File: src/rtl/mem_frame_pkg.sv
// Shared definitions for mem_frame_arbiter: 97-bit frame beat layout and grant FSM encoding.
package mem_frame_pkg;

    localparam int FRAME_WIDTH = 97;

    localparam int FR_ADDR_LSB = 0;
    localparam int FR_DATA_LSB = 22;
    localparam int FR_WR_BIT   = 86;
    localparam int FR_SOF_BIT  = 87;
    localparam int FR_EOF_BIT  = 88;
    localparam int FR_LEN_LSB  = 89;

    localparam int FR_ADDR_W = 22;
    localparam int FR_DATA_W = 64;
    localparam int FR_LEN_W  = 8;

    typedef enum logic [1:0] {
        ARB   = 2'd0,
        GNT_W = 2'd1,
        GNT_R = 2'd2
    } arb_state_e;

    typedef struct packed {
        logic [FR_LEN_W-1:0]  len;
        logic                 eof;
        logic                 sof;
        logic                 wr;
        logic [FR_DATA_W-1:0] data;
        logic [FR_ADDR_W-1:0] addr;
    } frame_beat_t;

    function automatic logic beat_sof(input logic [FRAME_WIDTH-1:0] beat);
        return beat[FR_SOF_BIT];
    endfunction

    function automatic logic beat_eof(input logic [FRAME_WIDTH-1:0] beat);
        return beat[FR_EOF_BIT];
    endfunction

endpackage

File: src/rtl/mem_frame_arbiter_frame_tracker.sv
// Follows frame boundaries on the granted beat stream: in-frame state, end-of-frame
// handshakes and sof framing errors.
module mem_frame_arbiter_frame_tracker (
    input  logic clk,
    input  logic rst,
    input  logic beat_valid,
    input  logic beat_ready,
    input  logic beat_sof,
    input  logic beat_eof,
    output logic in_frame,
    output logic eof_hs,
    output logic sof_err
);

    logic hs;
    logic in_frame_d;
    logic in_frame_q;

    always_comb begin
        hs         = beat_valid & beat_ready;
        in_frame_d = in_frame_q;
        if (hs) begin
            in_frame_d = ~beat_eof;
        end
        eof_hs  = hs & beat_eof;
        // outside a frame every beat must open one; inside, none may
        sof_err = hs & (in_frame_q ? beat_sof : ~beat_sof);
    end

    always_ff @(posedge clk or posedge rst) begin
        if (rst) begin
            in_frame_q <= 1'b0;
        end else begin
            in_frame_q <= in_frame_d;
        end
    end

    assign in_frame = in_frame_q;

endmodule

File: src/rtl/mem_frame_arbiter.sv
// Frame-locked round-robin arbiter between the AXI write and read frame sources.
// Optional ARB_WR_PRIORITY_EN: fixed write priority, frame limit applies to reads only.
module mem_frame_arbiter #(
    parameter int FRAME_WIDTH  = mem_frame_pkg::FRAME_WIDTH,
    parameter int GRANT_FRAMES = 4,
    parameter int CNT_WIDTH    = 8
) (
    input  logic                   clk,
    input  logic                   rst,
    input  logic                   axi2arb_wframe_valid,
    output logic                   axi2arb_wframe_ready,
    input  logic [FRAME_WIDTH-1:0] axi2arb_wframe_data,
    input  logic                   axi2arb_rframe_valid,
    output logic                   axi2arb_rframe_ready,
    input  logic [FRAME_WIDTH-1:0] axi2arb_rframe_data,
    output logic                   arb2mc_frame_valid,
    input  logic                   arb2mc_frame_ready,
    output logic [FRAME_WIDTH-1:0] arb2mc_frame_data,
    output logic                   arb_gnt_wr,
    output logic                   arb_gnt_rd,
    output logic                   arb_err
);

    import mem_frame_pkg::*;

    localparam logic [CNT_WIDTH-1:0] CNT_LAST = CNT_WIDTH'(GRANT_FRAMES - 1);
    localparam logic [CNT_WIDTH-1:0] CNT_ONE  = CNT_WIDTH'(1);

`ifdef ARB_WR_PRIORITY_EN
    localparam bit WR_PRIO = 1'b1;
`else
    localparam bit WR_PRIO = 1'b0;
`endif

    arb_state_e           state_q, state_d;
    logic                 prio_rd_q, prio_rd_d;
    logic [CNT_WIDTH-1:0] frame_cnt_q, frame_cnt_d;
    logic                 err_q, err_d;
    logic                 gnt_wr_q, gnt_wr_d;
    logic                 gnt_rd_q, gnt_rd_d;

    logic in_frame;
    logic eof_hs;
    logic sof_err;

    // Granted source is passed straight through; the other source sees no ready.
    always_comb begin
        arb2mc_frame_valid   = 1'b0;
        arb2mc_frame_data    = '0;
        axi2arb_wframe_ready = 1'b0;
        axi2arb_rframe_ready = 1'b0;
        case (state_q)
            GNT_W: begin
                arb2mc_frame_valid   = axi2arb_wframe_valid;
                arb2mc_frame_data    = axi2arb_wframe_data;
                axi2arb_wframe_ready = arb2mc_frame_ready;
            end
            GNT_R: begin
                arb2mc_frame_valid   = axi2arb_rframe_valid;
                arb2mc_frame_data    = axi2arb_rframe_data;
                axi2arb_rframe_ready = arb2mc_frame_ready;
            end
            default: ;
        endcase
    end

    mem_frame_arbiter_frame_tracker u_frame_tracker (
        .clk        (clk),
        .rst        (rst),
        .beat_valid (arb2mc_frame_valid),
        .beat_ready (arb2mc_frame_ready),
        .beat_sof   (arb2mc_frame_data[FR_SOF_BIT]),
        .beat_eof   (arb2mc_frame_data[FR_EOF_BIT]),
        .in_frame   (in_frame),
        .eof_hs     (eof_hs),
        .sof_err    (sof_err)
    );

    always_comb begin
        state_d     = state_q;
        prio_rd_d   = prio_rd_q;
        frame_cnt_d = frame_cnt_q;
        err_d       = err_q | sof_err;

        case (state_q)
            ARB: begin
                if (axi2arb_wframe_valid && axi2arb_rframe_valid) begin
                    state_d = (prio_rd_q && !WR_PRIO) ? GNT_R : GNT_W;
                end else if (axi2arb_wframe_valid) begin
                    state_d = GNT_W;
                end else if (axi2arb_rframe_valid) begin
                    state_d = GNT_R;
                end
            end
            GNT_W: begin
                if (eof_hs) begin
                    if (!WR_PRIO && frame_cnt_q == CNT_LAST) begin
                        state_d     = ARB;
                        frame_cnt_d = '0;
                        prio_rd_d   = 1'b1;
                    end else if (!WR_PRIO) begin
                        frame_cnt_d = frame_cnt_q + CNT_ONE;
                    end
                end else if (!in_frame && !axi2arb_wframe_valid && axi2arb_rframe_valid) begin
                    state_d     = ARB;
                    frame_cnt_d = '0;
                    prio_rd_d   = 1'b1;
                end
            end
            GNT_R: begin
                if (eof_hs) begin
                    if (frame_cnt_q == CNT_LAST) begin
                        state_d     = ARB;
                        frame_cnt_d = '0;
                        prio_rd_d   = 1'b0;
                    end else begin
                        frame_cnt_d = frame_cnt_q + CNT_ONE;
                    end
                end else if (!in_frame && !axi2arb_rframe_valid && axi2arb_wframe_valid) begin
                    state_d     = ARB;
                    frame_cnt_d = '0;
                    prio_rd_d   = 1'b0;
                end
            end
            default: begin
                state_d     = ARB;
                frame_cnt_d = '0;
            end
        endcase

        // grant flags track the next state so they line up with state_q
        gnt_wr_d = (state_d == GNT_W);
        gnt_rd_d = (state_d == GNT_R);
    end

    always_ff @(posedge clk or posedge rst) begin
        if (rst) begin
            state_q     <= ARB;
            prio_rd_q   <= 1'b0;
            frame_cnt_q <= '0;
            err_q       <= 1'b0;
            gnt_wr_q    <= 1'b0;
            gnt_rd_q    <= 1'b0;
        end else begin
            state_q     <= state_d;
            prio_rd_q   <= prio_rd_d;
            frame_cnt_q <= frame_cnt_d;
            err_q       <= err_d;
            gnt_wr_q    <= gnt_wr_d;
            gnt_rd_q    <= gnt_rd_d;
        end
    end

    assign arb_gnt_wr = gnt_wr_q;
    assign arb_gnt_rd = gnt_rd_q;
    assign arb_err    = err_q;

endmodule

File: config.mk
export PLATFORM = sky130hd
export DESIGN_NAME = mem_frame_arbiter
export DESIGN_NICKNAME = d
export VERILOG_FILES = /design/src/rtl/mem_frame_pkg.sv /design/src/rtl/mem_frame_arbiter_frame_tracker.sv /design/src/rtl/mem_frame_arbiter.sv
export SDC_FILE = /design/constraint.sdc
export NUM_CORES = 1
export LEC_CHECK = 0
export BUFFER_PORTS_ARGS = -buffer_cell sky130_fd_sc_hd__clkbuf_2
export CAP_MARGIN = 20
export CORE_AREA = 2 2 119 121
export DETAILED_ROUTE_END_ITERATION = 8
export DIE_AREA = 0 0 121 123
export GPL_TIMING_DRIVEN = 0
export PLACE_DENSITY = 0.51
export SYNTH_ARGS = -nofsm -noshare
export SYNTH_HDL_FRONTEND = slang
export SYNTH_HIERARCHICAL = 1
export SYNTH_SLANG_ARGS = --single-unit
File: constraint.sdc
create_clock -name clk -period 2.96 [get_ports clk]
set_input_delay 0.444 -clock clk [delete_from_list [all_inputs] [get_ports clk]]
set_output_delay 0.444 -clock clk [all_outputs]
set_load 0.01 [all_outputs]
# Word-level counts from Yosys, hierarchy flattened
# Cells that the tools add are included.
dict set report totals {
  ff_bits 15
  inputBits 199
  out_inout_bits 103
  wordCells 64
}
dict set report classes {
  add_sub_neg 1
  eq_ne 9
  n_mux 28
  n_bitwise 7
  reduce_logical 12
}
# operator n
set op_table {}
lappend op_table {{97-bit case mux with 2 select lines} 1}
lappend op_table {{8-bit 2-to-1 mux} 5}
lappend op_table {{8-bit case mux with 3 select lines} 1}
lappend op_table {{2-bit 2-to-1 mux} 9}
lappend op_table {{3-bit != test (second input constant)} 4}
lappend op_table {{1-bit 2-to-1 mux} 9}
lappend op_table {{8-bit by 1-bit adder with 8-bit output (second input constant)} 1}
lappend op_table {{8-bit by 2-bit equality test with 1-bit output (second input constant)} 1}
lappend op_table {{2-bit case mux with 3 select lines} 1}
lappend op_table {{1-bit logical AND} 5}
lappend op_table {{5-bit AND reduction} 1}
lappend op_table {{2-bit by 1-bit equality test with 1-bit output (second input constant)} 2}
lappend op_table {{2-bit equality test (second input constant)} 2}
lappend op_table {{1-bit case mux with 2 select lines} 2}
lappend op_table {{1-bit AND} 3}
lappend op_table {{1-bit logical NOT} 3}
lappend op_table {{1-bit NOT} 3}
lappend op_table {{3-bit AND reduction} 1}
lappend op_table {{2-bit logical NOT} 1}
lappend op_table {{2-bit nonzero test} 1}
lappend op_table {{1-bit OR} 1}

# Logic depth before layout (Yosys ltp)
# Gate-level depths: netlist of run 1.
dict set report logic_depth {
  word_depth 7
  depth_mapped 11
  ltp_nobuf 9
}

# By module
# Netlist of run 1, hierarchy kept.
# mod n_inst cells_each area_per_inst_um2 seq_area_each_um2
set by_module_without_submodules {}
lappend by_module_without_submodules {mem_frame_arbiter 1 318 2361.0 350.3}
lappend by_module_without_submodules {mem_frame_arbiter_frame_tracker 1 7 58.8 25.0}

# Worst setup path before layout of run 1
# OpenSTA, ideal clock, no wires.
dict set report synth_path {
  kind {reg-to-reg}
  start {reg state_q[1]}
  end {reg frame_cnt_q[4]}
  setup_time_ns 0.095
  arrival_ns 2.745
  required_ns 2.865
  path_slack_ns 0.120
  stages_incl_launch_ff 12
  n_path_buf 2
  period_less_slack_ns 2.840
  cell_sequence {dfrtp_1 > inv_1 > ha_1 > clkbuf_1 > clkbuf_1 > a22oi_1 > nor2b_1 > and3_1 > nand2_1 > a21oi_1 > nand3_1 > o31ai_1}
}
dict set report synth_between {
  elab_chain_len 6
  elab_cells_between_ends 14
  cone_classes {eq/ne: 4; mux: 5; bitwise: 3; reduce/logical: 2}
}
# item line_no
set synth_lines {}
lappend synth_lines {{start: declaration} mem_frame_arbiter.sv:35} ;# arb_state_e state_q, state_d;
lappend synth_lines {{start signal: assignment} mem_frame_arbiter.sv:145} ;# state_q <= state_d;
lappend synth_lines {{2-bit equality test or 2-bit by 1-bit equality test with 1-bit output (tied branches)} mem_frame_arbiter.sv:52} ;# case (state_q)
lappend synth_lines {{1-bit case mux with 2 select lines (*)} mem_frame_arbiter.sv:52}
lappend synth_lines {{named net arb2mc_frame_valid} mem_frame_arbiter.sv:16} ;# output logic arb2mc_frame_valid,
lappend synth_lines {{1-bit AND (*)} mem_frame_arbiter_frame_tracker.sv:20} ;# hs = beat_valid & beat_ready;
lappend synth_lines {{1-bit AND (*)} mem_frame_arbiter_frame_tracker.sv:25} ;# eof_hs = hs & beat_eof;
lappend synth_lines {{named net eof_hs} mem_frame_arbiter.sv:43} ;# logic eof_hs;
lappend synth_lines {{3-bit != test (no line) (tied with other cells)} n/a}
lappend synth_lines {{3-bit AND reduction (no line) or 8-bit case mux with 3 select lines (tied branches)} n/a}
lappend synth_lines {{end signal: assignment} mem_frame_arbiter.sv:147} ;# frame_cnt_q <= frame_cnt_d;
lappend synth_lines {{end: declaration} mem_frame_arbiter.sv:37} ;# logic [CNT_WIDTH-1:0] frame_cnt_q, frame_cnt_d;
# The timed path passes the listed nets; every way through them passes the cells marked *.
# A chain may end at the register's enable or synchronous reset.

# Worst setup path after layout of run 1
dict set report layout_path {
  start {reg state_q[1]}
  end {reg frame_cnt_q[4]}
}
dict set report layout_between {
  elab_chain_len 6
  elab_cells_between_ends 14
  cone_classes {eq/ne: 4; mux: 5; bitwise: 3; reduce/logical: 2}
}
# item line_no
set layout_lines {}
lappend layout_lines {{2-bit equality test or 2-bit by 1-bit equality test with 1-bit output (tied branches)} mem_frame_arbiter.sv:52}
lappend layout_lines {{1-bit case mux with 2 select lines} mem_frame_arbiter.sv:52}
lappend layout_lines {{1-bit AND} mem_frame_arbiter_frame_tracker.sv:20}
lappend layout_lines {{1-bit AND (*)} mem_frame_arbiter_frame_tracker.sv:25}
lappend layout_lines {{named net eof_hs} mem_frame_arbiter.sv:43}
lappend layout_lines {{3-bit != test (no line) (tied with other cells)} n/a}
lappend layout_lines {{3-bit AND reduction (no line) or 8-bit case mux with 3 select lines (tied branches)} n/a}
# Marked as above.

==> results.toml, run 1 <==
[logic_synthesis]
synth_top_area_frac = 0.3040
synth_top_area_cell = "a22oi_1"
netlist_area_sq_um = 2420
ys_async_sr_fraction = 1.000
synth_ff_type = "dfrtp_1"
seq_area_frac_synth = 0.1551
synth-edff-count = 0
syn_avg_cell_area_sq_um = 7.446
yosys.cell_types.count = 41
synth_nets = 529
syn_inst = 325
synth_area_leaders = "a22oi_1 30%, nor2b_1 25%, dfrtp_1 16%"
synth-warning-count = 6
ys_seq_elements = 15

[routing]
dr.pass1.iters = 4
drt_iter0_markers = 222
drt_wl_total_mm = 14.22
wire_per_inst_um = 17.49
vias = 3792
route.detailed.drc = 0
vias_per_cell = 4.664
drt.antenna.violating_nets = 0

[sta]
hold_viol_final = 0
post-route-period-util = 0.9432
finalSetupTns_ps = 0
tightestPinTransition_ps = 639.2
setup_viol = 0
min_period_ps = 2792
fmax_mhz = 358.2
whs_ps = 14.56
slew_viol_final = 0
fin_skew_ps = 1.825
slew_headroom = 0.5703

[floorplan]
die-area_sq_um = 14880
dieWidth_um = 121
ios = 302
rows = 43
fp.coreArea_sq_um = 13610
die_height_um = 123
start_util = 0.1778

[cts]
clockBufferDepth = 2
cts_sinks = 15
cts_setup_buffers = 0
numCtsBuffers = 3
cts_tree = "yes"
cts_htree_levels = 1
cts_root_buffer = "clkbuf_16"
clock_latency_ps = 250
path_clk_slew_ps = 50

[min_path]
min_path_type = "input pin to async pin"

[global_routing]
grt_start_max_net_pins = 15
antenna_found_initial = 5
grt_pass1_vias = 3631
grt-ovfl-total = 0
grt_pass1_wl_mm = 20.36
grtUsageTotal = 0.1762

[worst_setup_path]
cp_max_fo = 10
endpoint_kind = "flip-flop"
arrival_ps = 2930
startpoint_type = "flip-flop"
crit_type = "flip-flop to flip-flop"
critPathMaxStageDelay_ps = 420
cp-startpoint = "state_q[1]"
required_ps = 3100
crit_slowest_cell = "dfrtp_1"
r2r-start = "state_q[1]"
crit_chain = "inv_1 -> ha_2 -> clkbuf_8 -> clkbuf_4 -> a22oi_1 -> nor2b_2 -> and3_4 -> nand2_1 -> a21oi_4 -> nand3_1 -> o31ai_1"

[finish]
final_area_sq_um = 4315
final_cell_mix = "302 x clkbuf_2, 98 x a22oi_1, 96 x nor2b_1"
syn_to_final_growth_pct = 78.34
drive_gt1_frac = 0.5238
final_common_cell = "clkbuf_2"
finalNetCount = 835

[flow_run]
drv_cap = 0

[status]
status = "completed"

[placed_design]
hpwl_mm = 12.13
dpl-instance-area_sq_um = 4151
io_buffers = 301
place.gp.congestion = 0.9216

[power]
switching_share = 0.5037
p_comb_frac = 0.828
power_frac_clock = 0.085
vdd_ir_drop_max_v = 0.0002862
internal_power_mw = 1.595
p_sw_mw = 1.619
power_leakage_nw = 2.120
seqPwrFrac = 0.088
powerDensity_nw_per_um2 = 744.7
[what timing repair did]
action                                  CTS  global route
gates resized for setup                  20             8
endpoints found under the setup margin   40             8
hold buffers                              0             0
[sequential cells by signal (all words and copies together) (netlist names)]
| name | cells |
|---|---|
| state_q | 2 |
| prio_rd_q | 1 |
| frame_cnt_q | 8 |
| arb_gnt_rd | 1 |
| arb_err | 1 |
| u_frame_tracker/in_frame | 1 |
| arb_gnt_wr | 1 |
[power by group through the flow]
stage | registers [mW] | clock network (mW) | logic [mW]
global route | 0.288 | 0.284 | 2.90
global placement | 0.284 | 0 | 2.56
floorplan | 0.285 | 0 | 1.63
finish | 0.282 | 0.272 | 2.66
detailed placement | 0.284 | 0 | 2.58
CTS | 0.282 | 0.278 | 2.65
[Yosys cell counts (3+ instances only)]
library cell and count:
clkbuf_1 32, and3_1 3, nand3_1 5, ha_1 5, nor2_1 3, dfrtp_1 15
a22oi_1 98, nand2b_1 3, nand2_1 6, inv_1 8, o21ai_0 6, a21oi_1 8
nor2b_1 98
[stage by stage]
step           utilization  instances  setup slack (ps)  power, mW
2_1_floorplan            -        325             119.7      1.911
3_3_place_gp        0.3050        806            -825.7      2.849
3_5_place_dp        0.3050        806            -891.7      2.867
4_1_cts             0.3149        810             20.49      3.214
5_1_grt             0.3170        813            -5.982      3.474
6_report            0.3170        813             168.1      3.214
[kinds of logic after synthesis]
kind of cell	Yosys count	share of synthesized area
AO/OA/AOI/OAI	129	0.3919
XOR/XNOR	1	0.003620
buffers and inverters	41	0.06412
flip-flops	15	0.1551
adder cells (fa/ha/maj)	5	0.02585
AND/OR/NAND/NOR	134	0.3594
[worst paths after layout]
kind	end	slack (ps)	depth (start not counted)
max in group asynchronous	frame_cnt_q[4]	2340	2
setup reg to reg	frame_cnt_q[4]	170	11
hold / removal	u_frame_tracker/in_frame	10	2
min in group clk	arb_err	480	1
hold reg to reg	arb_err	480	1
setup / recovery	frame_cnt_q[4]	170	11
[worst max-delay path, delay by kind of cell (launching register included)]
family,cells,cell delay (ps)
and+or+nand+nor,4,860
AOI/OAI and AO/OA,3,620
buffers and inverters,3,540
DFF,1,420
adders and majority gates,1,240
[layout make-up]
type                       instances  area (sq um)
tap                              180         225.2
buffer                            33         165.2
sequential                        15         375.4
fill                            1529          9296
multi-input combinational        269          1927
antenna                            3         7.507
clock buffer                       4         78.83
timing repair buffer             301          1506
inverter                           8         30.03
[routing by layer]
metal  part of all wire  global-route usage
met2               0.50              0.2879
met5            0.00063                   0
met1               0.42              0.2315
met3              0.069             0.04151
met4              0.013             0.05087
No activity file was read; power rests on OpenSTA's default activity.
==> run 2, diff against run 1 <==
--- a/config.mk
+++ b/config.mk
@@ -12,6 +12,7 @@
 export DIE_AREA = 0 0 121 123
 export GPL_TIMING_DRIVEN = 0
 export PLACE_DENSITY = 0.51
+export RECOVER_POWER = 50
 export SYNTH_ARGS = -nofsm -noshare
 export SYNTH_HDL_FRONTEND = slang
 export SYNTH_HIERARCHICAL = 1
==> run 2 against run 1 <==
  * Final cell count did not move
  * Worst hold slack got worse by 2.5 ps
  * Die area did not move
  * Utilization barely moved
  * Register-to-register slack barely moved
  * Sequential power barely moved
  * Combinational power barely moved
  * Routed wire length rose by 0.15%
  * Sequential cell count did not move
  * Worst setup slack got worse by 5.0 ps
  * Critical endpoint unchanged
  * Largest cell class unchanged
==> results.toml, run 2 (synthesis results as in run 1) <==
[status]
status = "completed"

[finish]
largest_register_ffs = 8
finalNetCount = 835
drive_gt1_frac = 0.5175
final_common_cell = "clkbuf_2"
largest_register = "frame_cnt_q"
final_util = 0.3167
instances_no_fill = 813
top_regs = "frame_cnt_q x8, state_q x2"
syn_to_final_growth_pct = 78.13
final_cell_mix = "298 x clkbuf_2, 98 x a22oi_1, 96 x nor2b_1"
final_area_sq_um = 4310

[worst_setup_path]
critPathMaxStageDelay_ps = 420
rrSetupSlack_ps = 160
crit_slowest_cell = "dfrtp_1"
cp_max_fo = 10
crit_type = "flip-flop to flip-flop"
r2r-start = "state_q[1]"
endpoint_kind = "flip-flop"
reg2reg_to = "frame_cnt_q[4]"
crit_chain = "inv_1 -> ha_2 -> clkbuf_8 -> clkbuf_4 -> a22oi_1 -> nor2b_2 -> and3_4 -> nand2_1 -> a21oi_4 -> nand3_1 -> o31ai_1"
required_ps = 3100
r2r_cells = 11
startpoint_type = "flip-flop"
arrival_ps = 2940
cp-startpoint = "state_q[1]"
crit_end = "frame_cnt_q[4]"

[cts]
cts_setup_buffers = 0
path_clk_slew_ps = 50
clock_latency_ps = 250
cts_htree_levels = 1
hold_buffers = 0
clockBufferDepth = 2
cts_sinks = 15
cts_tree = "yes"
numCtsBuffers = 3
cts_root_buffer = "clkbuf_16"

[routing]
route.detailed.drc = 0
drt_iter0_markers = 224
drt.antenna.violating_nets = 0
vias_per_cell = 4.668
vias = 3795
drt_wl_total_mm = 14.24
dr.pass1.iters = 4
wire_per_inst_um = 17.52

[placed_design]
hpwl_mm = 12.13
place_ws_ps = -891.7
dp_cells = 806
dpl-instance-area_sq_um = 4151
place.gp.congestion = 0.9216
io_buffers = 301

[min_path]
min_path_type = "input pin to async pin"

[floorplan]
fp.coreArea_sq_um = 13610
rows = 43
die-area_sq_um = 14880
die_height_um = 123
start_util = 0.1778
ios = 302
dieWidth_um = 121

[power]
powerDensity_nw_per_um2 = 745.2
power_leakage_nw = 2.107
vdd_ir_drop_max_v = 0.0002862
finalPower_mw = 3.212

[sta]
fmax_mhz = 357.5
setup_viol = 0
hold_viol_final = 0
min_period_ps = 2797
finalSetupTns_ps = 0
slew_headroom = 0.5685
whs_ps = 12.11
fin_skew_ps = 1.778
post-route-period-util = 0.9449
tightestPinTransition_ps = 641.9
slew_viol_final = 0
final.setup.worst_slack_ps = 163.1

[global_routing]
antenna_found_initial = 5
grtUsageTotal = 0.1762
grt_pass1_vias = 3631
grt_pass1_wl_mm = 20.36
grt-ovfl-total = 0
grt_start_max_net_pins = 15

[flow_run]
drv_cap = 0
[run 2: cell count changes in the layout (fill, tap and decap cells not counted)]
| cell | previous run | this run |
|---|---|---|
| clkbuf_1 | 25 | 29 |
| clkbuf_2 | 302 | 298 |
[run 2: critical path, delay by kind of cell, from the launching register on]
kind / cells / cell delay, ps
compound gates: 3 / 620
fa+ha+maj: 1 / 240
buf+inv: 3 / 540
flops: 1 / 420
simple gates: 4 / 850
[run 2: layout make-up]
class	count	area [sq um]
fillers	1533	9301
multi-input cells	269	1927
plain buffers	33	165.2
clock buffers	4	78.83
repair buffers	301	1501
flip-flops and latches	15	375.4
diodes	3	7.507
well taps	180	225.2
inverters	8	30.03
[run 2: where the power goes]
| part | internal, mW | leakage (nW) | switching [mW] |
|---|---|---|---|
| clock network | 0.183 | 0.0382 | 0.0888 |
| logic | 1.16 | 1.87 | 1.50 |
| registers | 0.245 | 0.198 | 0.0370 |
| total | 1.59 | 2.11 | 1.62 |
[run 2: how the worst min path moves through the flow]
stage                                     endpoint  startpoint
final                     u_frame_tracker/in_frame         rst
after CTS                 u_frame_tracker/in_frame         rst
after detailed placement  u_frame_tracker/in_frame         rst
after global placement    u_frame_tracker/in_frame         rst
after floorplan           u_frame_tracker/in_frame         rst
after global routing      u_frame_tracker/in_frame         rst
[run 2: what timing repair did]
item | in CTS | in global routing
gates cloned | 0 | 0
resized for setup | 20 | 8
hold endpoints to repair | 0 | 0
pin swaps | 0 | 0
endpoints found under the setup margin | 40 | 8
[run 2: per-layer routing]
layer	wire length [um]	global-route usage
met5	9	0
met4	176	0.05087
met3	993	0.04151
met2	7094	0.2879
met1	5967	0.2315
